===== config.mk =====
export PLATFORM = sky130hd
export DESIGN_NAME = stream_mux_arb_flat
export DESIGN_NICKNAME = d
export VERILOG_FILES = /design/src/rtl/stream_mux_arb_if.sv /design/src/rtl/stream_mux_arb.sv /design/src/flat_wrapper.sv
export SDC_FILE = /design/constraint.sdc
export NUM_CORES = 1
export LEC_CHECK = 0
export CAP_MARGIN = 20
export CORE_AREA = 2 2 89 91
export DETAILED_ROUTE_END_ITERATION = 7
export DIE_AREA = 0 0 91 93
export PLACE_DENSITY_LB_ADDON = 0.3
export SYNTH_ARGS = -nofsm -noshare
export SYNTH_HDL_FRONTEND = slang
export SYNTH_SLANG_ARGS = --single-unit

===== constraint.sdc =====
create_clock -name clk -period 3.9 [get_ports clk]
set_clock_uncertainty 0.15 [all_clocks]
set_input_delay 1.17 -clock clk [delete_from_list [all_inputs] [get_ports clk]]
set_output_delay 1.17 -clock clk [all_outputs]
set_load 0.01 [all_outputs]

===== src/rtl/stream_mux_arb_if.sv =====
// Handshake bundle for the arbitrated stream merge.
// master drives the producers and sink ready; slave is the merge block.
interface stream_mux_arb_if #(
  parameter int WIDTH = 32,
  parameter int N     = 4,
  parameter int SEL_W = $clog2(N)
);
  logic [N-1:0]       in_valid;
  logic [N*WIDTH-1:0] in_data;
  logic [N-1:0]       in_ready;
  logic               out_valid;
  logic [WIDTH-1:0]   out_data;
  logic [SEL_W-1:0]   out_sel;
  logic               out_ready;

  modport master (
    output in_valid, in_data, out_ready,
    input  in_ready, out_valid, out_data, out_sel
  );

  modport slave (
    input  in_valid, in_data, out_ready,
    output in_ready, out_valid, out_data, out_sel
  );
endinterface


===== src/rtl/stream_mux_arb.sv =====
// N-way registered stream merge with fixed-priority or
// round-robin arbitration and a one-word output register.
module stream_mux_arb #(
  parameter int WIDTH = 32,
  parameter int N     = 4,
  parameter int SEL_W = $clog2(N),
  parameter int RR    = 1
) (
  input  logic            clk,
  input  logic            rst_n,
  stream_mux_arb_if.slave bus
);

  logic [WIDTH-1:0] ch [N];
  logic [WIDTH-1:0] data_q;
  logic [SEL_W-1:0] sel_q;
  logic [SEL_W-1:0] ptr;
  logic [SEL_W-1:0] gnt;
  logic [SEL_W-1:0] idx;
  logic [SEL_W:0]   sum;
  logic             vld_q;
  logic             any;
  logic             load;
  logic             xfer;

  for (genvar i = 0; i < N; i++) begin : g_ch
    assign ch[i] = bus.in_data[i*WIDTH +: WIDTH];
  end

  // Rotated search starting at ptr; ptr is pinned to 0 in fixed mode.
  always_comb begin
    gnt = '0;
    any = 1'b0;
    sum = '0;
    idx = '0;
    for (int k = 0; k < N; k++) begin
      sum = {1'b0, ptr} + (SEL_W+1)'(k);
      if (sum >= (SEL_W+1)'(N))
        sum = sum - (SEL_W+1)'(N);
      idx = sum[SEL_W-1:0];
      if (!any && bus.in_valid[idx]) begin
        any = 1'b1;
        gnt = idx;
      end
    end
  end

  assign load = ~vld_q | bus.out_ready;
  assign xfer = load & any;

  assign bus.in_ready =
    (rst_n & xfer) ? (N'(1) << gnt) : '0;

  assign bus.out_valid = vld_q;
  assign bus.out_data  = data_q;
  assign bus.out_sel   = sel_q;

  always_ff @(posedge clk or negedge rst_n) begin
    if (!rst_n) begin
      vld_q  <= 1'b0;
      data_q <= '0;
      sel_q  <= '0;
      ptr    <= '0;
    end else if (load) begin
      vld_q <= any;
      if (any) begin
        data_q <= ch[gnt];
        sel_q  <= gnt;
        if (RR != 0)
          ptr <= (gnt == SEL_W'(N-1)) ? '0 : gnt + 1'b1;
      end
    end
  end

endmodule


===== src/flat_wrapper.sv =====
// flat-port wrapper written by rule: the top's interface ports become plain ports
module stream_mux_arb_flat 
#(
  parameter int WIDTH = 32,
  parameter int N     = 4,
  parameter int SEL_W = $clog2(N),
  parameter int RR    = 1
)
  (clk, rst_n, bus_in_valid, bus_in_data, bus_out_ready, bus_in_ready, bus_out_valid, bus_out_data, bus_out_sel);
  stream_mux_arb_if #(.WIDTH(WIDTH), .N(N), .SEL_W(SEL_W)) bus_i ();
  input  logic clk;
  input  logic rst_n;
  input wire logic [$bits(bus_i.in_valid)-1:0] bus_in_valid;
  input wire logic [$bits(bus_i.in_data)-1:0] bus_in_data;
  input wire logic [$bits(bus_i.out_ready)-1:0] bus_out_ready;
  output wire logic [$bits(bus_i.in_ready)-1:0] bus_in_ready;
  output wire logic [$bits(bus_i.out_valid)-1:0] bus_out_valid;
  output wire logic [$bits(bus_i.out_data)-1:0] bus_out_data;
  output wire logic [$bits(bus_i.out_sel)-1:0] bus_out_sel;
  assign bus_i.in_valid = bus_in_valid;
  assign bus_i.in_data = bus_in_data;
  assign bus_i.out_ready = bus_out_ready;
  assign bus_in_ready = bus_i.in_ready;
  assign bus_out_valid = bus_i.out_valid;
  assign bus_out_data = bus_i.out_data;
  assign bus_out_sel = bus_i.out_sel;
  stream_mux_arb #(.WIDTH(WIDTH), .N(N), .SEL_W(SEL_W), .RR(RR)) u_core (.clk(clk), .rst_n(rst_n), .bus(bus_i));
endmodule

# Word-level counts from Yosys, hierarchy flattened
# Cells that the tools add are included.
[op_classes]
n_addsub = 8
magnitude_cmp = 9
eq_ne = 1
shifts = 1
n_mux = 25
bitwise_logic = 5
n_reduce_logical = 7
[ops]
columns = ["op", "count"]
rows = [
  ["$bmux W32 S2", 1],
  ["$mux W32", 2],
  ["$mux W2", 9],
  ["$ge A3 B3 Y1 const B", 4],
  ["$lt A2 B3 Y1 const B", 4],
  ["$bmux W1 S2", 4],
  ["$mux W1", 8],
  ["$sub A2 B1 Y2 const B", 4],
  ["$add A2 B2 Y3 const B", 2],
  ["$mux W4", 1],
  ["$shl A1 B2 Y4 const A", 1],
  ["$add A2 B1 Y3 const B", 1],
  ["$ge A2 B3 Y1 const B", 1],
  ["$logic_and A1 B1 Y1", 3],
  ["$logic_not A1 Y1", 3],
  ["$not A2 Y3", 1],
  ["$add A2 B1 Y2 const B", 1],
  ["$and A1 B1 Y1", 2],
  ["$eq A2 B2 Y1 const B", 1],
  ["$reduce_and A2 Y1", 1],
  ["$not A1 Y1", 1],
  ["$or A1 B1 Y1", 1],
]
[totals]
reg_bits = 37
inputBits = 135
out_inout_bits = 39
word_cells = 60

# Depth between registers and ports, before layout
[depth]
ltp_word = 18
depth_mapped = 8
depth_no_buf = 5

# Least setup slack after synthesis
# OpenSTA, ideal clock, no wires.
[synth_path]
path_kind = "input port to output port"
startpoint = "input port bus_in_valid[3]"
endpoint = "output port bus_in_ready[0]"
t_arrival_ns = 2.306
required_ns = 2.580
setup_slack_ns = 0.274
cell_stages = 5
n_path_buf = 2
path_cell_list = "buf_2 or3_1 nand3_2 buf_2 and3_1"
[synth_between]
elab_chain_cells = 15
elab_cells_between_ends = 26
cone_classes = "1 x shift; 17 x mux; 2 x bitwise; 6 x reduce/logical"
[synth_rtl]
columns = ["element", "line_no", "rtl"]
rows = [
  ["start, declared", "flat_wrapper.sv:13", "input wire logic [$bits(bus_i.in_valid)-1:0] bus_in_valid;"],
  ["$bmux W1 S2", "stream_mux_arb.sv:41", "if (!any && bus.in_valid[idx]) begin"],
  ["$mux W1 (not written as such)", "stream_mux_arb.sv:41", ""],
  ["$mux W1", "stream_mux_arb.sv:41", ""],
  ["$logic_not A1 Y1", "stream_mux_arb.sv:41", ""],
  ["$logic_and A1 B1 Y1", "stream_mux_arb.sv:41", ""],
  ["$mux W1", "stream_mux_arb.sv:41", ""],
  ["$logic_not A1 Y1", "stream_mux_arb.sv:41", ""],
  ["$logic_and A1 B1 Y1", "stream_mux_arb.sv:41", ""],
  ["$mux W1", "stream_mux_arb.sv:41", ""],
  ["$logic_not A1 Y1", "stream_mux_arb.sv:41", ""],
  ["$logic_and A1 B1 Y1", "stream_mux_arb.sv:41", ""],
  ["$mux W1", "stream_mux_arb.sv:41", ""],
  ["$and A1 B1 Y1", "stream_mux_arb.sv:49", "assign xfer = load & any;"],
  ["$and A1 B1 Y1", "stream_mux_arb.sv:52", "(rst_n & xfer) ? (N'(1) << gnt) : '0;"],
  ["$mux W4 (*)", "stream_mux_arb.sv:52", ""],
  ["end, declared", "flat_wrapper.sv:16", "output wire logic [$bits(bus_i.in_ready)-1:0] bus_in_ready;"],
]
# Every way passes the cells marked *; elsewhere a longest branch is shown, timed or not. The select of a mux whose other input is x is not followed.

# Worst setup path after layout
[layout_path]
startpoint = "input port bus_in_valid[3]"
endpoint = "output port bus_in_ready[1]"
# The elaborated chain is that of the path after synthesis.

==> summary.md <==
| Metric | Value |
|---|---|
| Top cell type by total area after synthesis | `dfrtp_1` |
| Htree depth | `2` |
| Setup TNS | `0 ps` |
| WL/cell | `17.0 um` |
| Die height | `93 um` |
| Worst Hold Depth | `2` |
| Required @ worst endpoint | `2580 ps` |
| Startpoint Class | `input pin` |
| Pre-antenna DRT Iters | `6` |
| Critical path class | `in2out` |
| Flops & latches, synth | `37` |
| Clk_lat worst skew | `270 ps` |
| Top post-synthesis cells by area | `dfrtp_1 (34%), a221oi_2 (11%), and3_1 (7.2%), a21boi_1 (7.0%), a21oi_1 (6.3%)` |
| Post-route cell area | `0.00458 sq mm` |
| Peak VDD IR | `0.000144 V` |
| Worst reg2reg path depth | `6` |
| Layout cell share with drive strength beyond 1 | `0.120` |
| Clk sink count | `37` |
| Io pins | `174` |
| Via count | `3,089` |
| YS warnings | `0` |
| Drt total wl | `9660 um` |
| R2r setup slk | `1570 ps` |
| Main synth FF type | `dfrtp_1` |
| Number of synthesized flops with an enable pin | `0` |
| Hold_sp | `u_core.bus.out_sel[1]` |
| Core ar. | `0.00753 sq mm` |
| Outcome | `finished, final reports clean` |
| Cts bufs inserted | `5` |
| Net count after synthesis | `434` |
| RR Endpoint | `u_core.bus.out_data[4]` |
| Peak Freq | `0.263 GHz` |
| Number of diodes | `0` |
| GPL Wtd Cong | `0.894` |
| CP Data Arrival Time | `2490 ps` |
| Rows | `32` |
| Sequential area share after synthesis | `0.345` |
| Power per cell area | `349 mW/mm^2` |
| RR Startpoint | `u_core.ptr[1]` |
| Post-CTS setup buffers | `0` |
| Die Width | `91 um` |
| Final setup viols | `0` |
| Layout Cells excl Fill | `569` |
| 1st-iter DRT viols | `100` |
| Syn Area/Cell | `8.98 sq um` |
| Clock-pin slew on the worst setup and hold paths | `60 ps` |
| DRC viols | `0` |
| Min cycle time layout | `3810 ps` |
| Port Buffers | `173` |
| GRT overflow | `0` |
| First-pass GRT wire length | `15,400 um` |
| Initial antenna violation count | `0` |
| Max-cap viol count | `0` |
| Final ANT Viol Nets | `0` |
| Starting Density | `0.357` |
| Longest Clk Path Bufs | `2` |
| Worst slew pin tran | `940 ps` |
| RSZ-0062 raised after global routing | `false` |
| Largest net degree at the start of global routing | `58` |
| Hold Path Class | `reg2reg` |
| Share of the synthesized area in the top cell type | `0.345` |
| Final net count | `601` |
| CTS tree | `yes` |
| Die area | `0.00846 sq mm` |
| Clk root buf | `clkbuf_8` |
| Inst Count DP | `561` |
| Synth Instances | `299` |
| Post-synth cell types | `38` |
| CP endpoint kind | `output port` |
| Total GRT Usage | `0.225` |
| Period utilisation layout | `0.976` |
| Slew Viols, Final | `0` |
| Final Core Density | `0.608` |
| Via-per-instance ratio | `5.43` |
| Syn-to-layout area delta | `70.4%` |
| Slew headroom | `0.373` |
| Leak pwr | `1.88 nW` |
| Hpwl dp | `7180 um` |
| CP Max Fanout | `7` |
| Vias in the first global route | `3,049` |
| Asr flop ratio synth | `1.00` |
| Cts hold-fix bufs | `0` |
| Post-synthesis cell area | `0.00269 sq mm` |
| DP Area | `0.00450 sq mm` |
| WHS Endpoint | `u_core.bus.out_sel[1]` |
| Fin. Hold Viols | `0` |
placed cells by master (no fill, tap or decap), types with 3 or more instances in the layout:
cell type / n
nand2_1: 7
buf_4: 19
nor2_1: 26
a221o_1: 7
a221oi_1: 7
dlygate4sd2_1: 6
clkdlybuf4s50_1: 164
and3_1: 31
a21oi_1: 34
nand3_1: 7
o21ai_0: 8
dfrtp_1: 37
a221oi_2: 19
o21ai_1: 27
clkbuf_8: 5
clkbuf_1: 3
a21boi_1: 25
o22a_1: 7
area by class of cell:
cell class | instances | area [sq um]
Clock buffer | 8 | 80.1
Multi-Input combinational cell | 226 | 1550
Timing Repair Buffer | 193 | 1880
Fill cell | 681 | 2950
Tap cell | 102 | 128
Inverter | 3 | 11.3
Sequential cell | 37 | 926
Yosys cell counts, types with 2 or more instances:
cell type   n
and3_1     31
o22a_1      7
buf_6       8
clkbuf_1   10
a221oi_2   19
a21o_1      3
a221oi_1    7
a221o_1     8
a21boi_1   25
buf_4       2
o21ai_0     8
o21ai_1    27
nand3_1     7
dfrtp_1    37
nand2_1     7
buf_2      12
nor2_1     26
a21oi_1    34
inv_1       2
how the worst max path moves through the flow:
stage / to / slack, ps / start / depth (start not counted)
global placement: bus_in_ready[1] / -430 / bus_in_valid[3] / 6
global route: bus_in_ready[1] / 4 / bus_in_valid[3] / 6
floorplan: bus_in_ready[0] / 270 / bus_in_valid[3] / 5
CTS: bus_in_ready[1] / 60 / bus_in_valid[3] / 6
detailed placement: bus_in_ready[1] / -430 / bus_in_valid[3] / 6
finish: bus_in_ready[1] / 90 / bus_in_valid[3] / 6
flip-flops by register name, summed over array words and instances, names as in the netlist:
register	cells
u_core.bus.out_data	32
u_core.bus.out_sel	2
u_core.bus.out_valid	1
u_core.ptr	2
where the power goes:
| group | switching, mW | leakage [nW] | internal, mW |
|---|---|---|---|
| sequential | 0.0549 | 0.423 | 0.472 |
| clock | 0.126 | 0.0395 | 0.127 |
| combinational | 0.380 | 1.42 | 0.439 |
| total | 0.561 | 1.88 | 1.04 |
worst max-delay path, stage by stage:
cell,delay [ps]
dlygate4sd2_1,320
buf_4,180
o21ai_0,160
o211a_2,220
and3_1,160
clkdlybuf4s15_1,280
cells by family after synthesis:
group / synth area share
flip-flops: 0.345
buffers and inverters: 0.0824
AND/OR/NAND/NOR: 0.159
AO/OA/AOI/OAI: 0.414
per-layer routing:
metal / wire length (um) / GRT usage
met1: 3870 / 0.265
met2: 4970 / 0.406
met3: 675 / 0.0556
met4: 135 / 0.0657
met5: 0 / 0
per-stage QoR:
stage | setup WS (ps) | hold slack, ps | power [mW]
after floorplan | 274 | 367 | 0.948
after global placement | -432 | 317 | 1.34
after detailed placement | -433 | 325 | 1.36
after CTS | 64.3 | 341 | 1.62
after global routing | 3.81 | 364 | 1.71
final | 93.5 | 340 | 1.60
repair_timing:
| item | in CTS | in global routing |
|---|---|---|
| pin swaps | 0 | 0 |
| resized for setup | 9 | 1 |
| gates cloned | 0 | 0 |
| endpoints found under the setup margin | 4 | 1 |
Power figures use the tool's default switching activity.
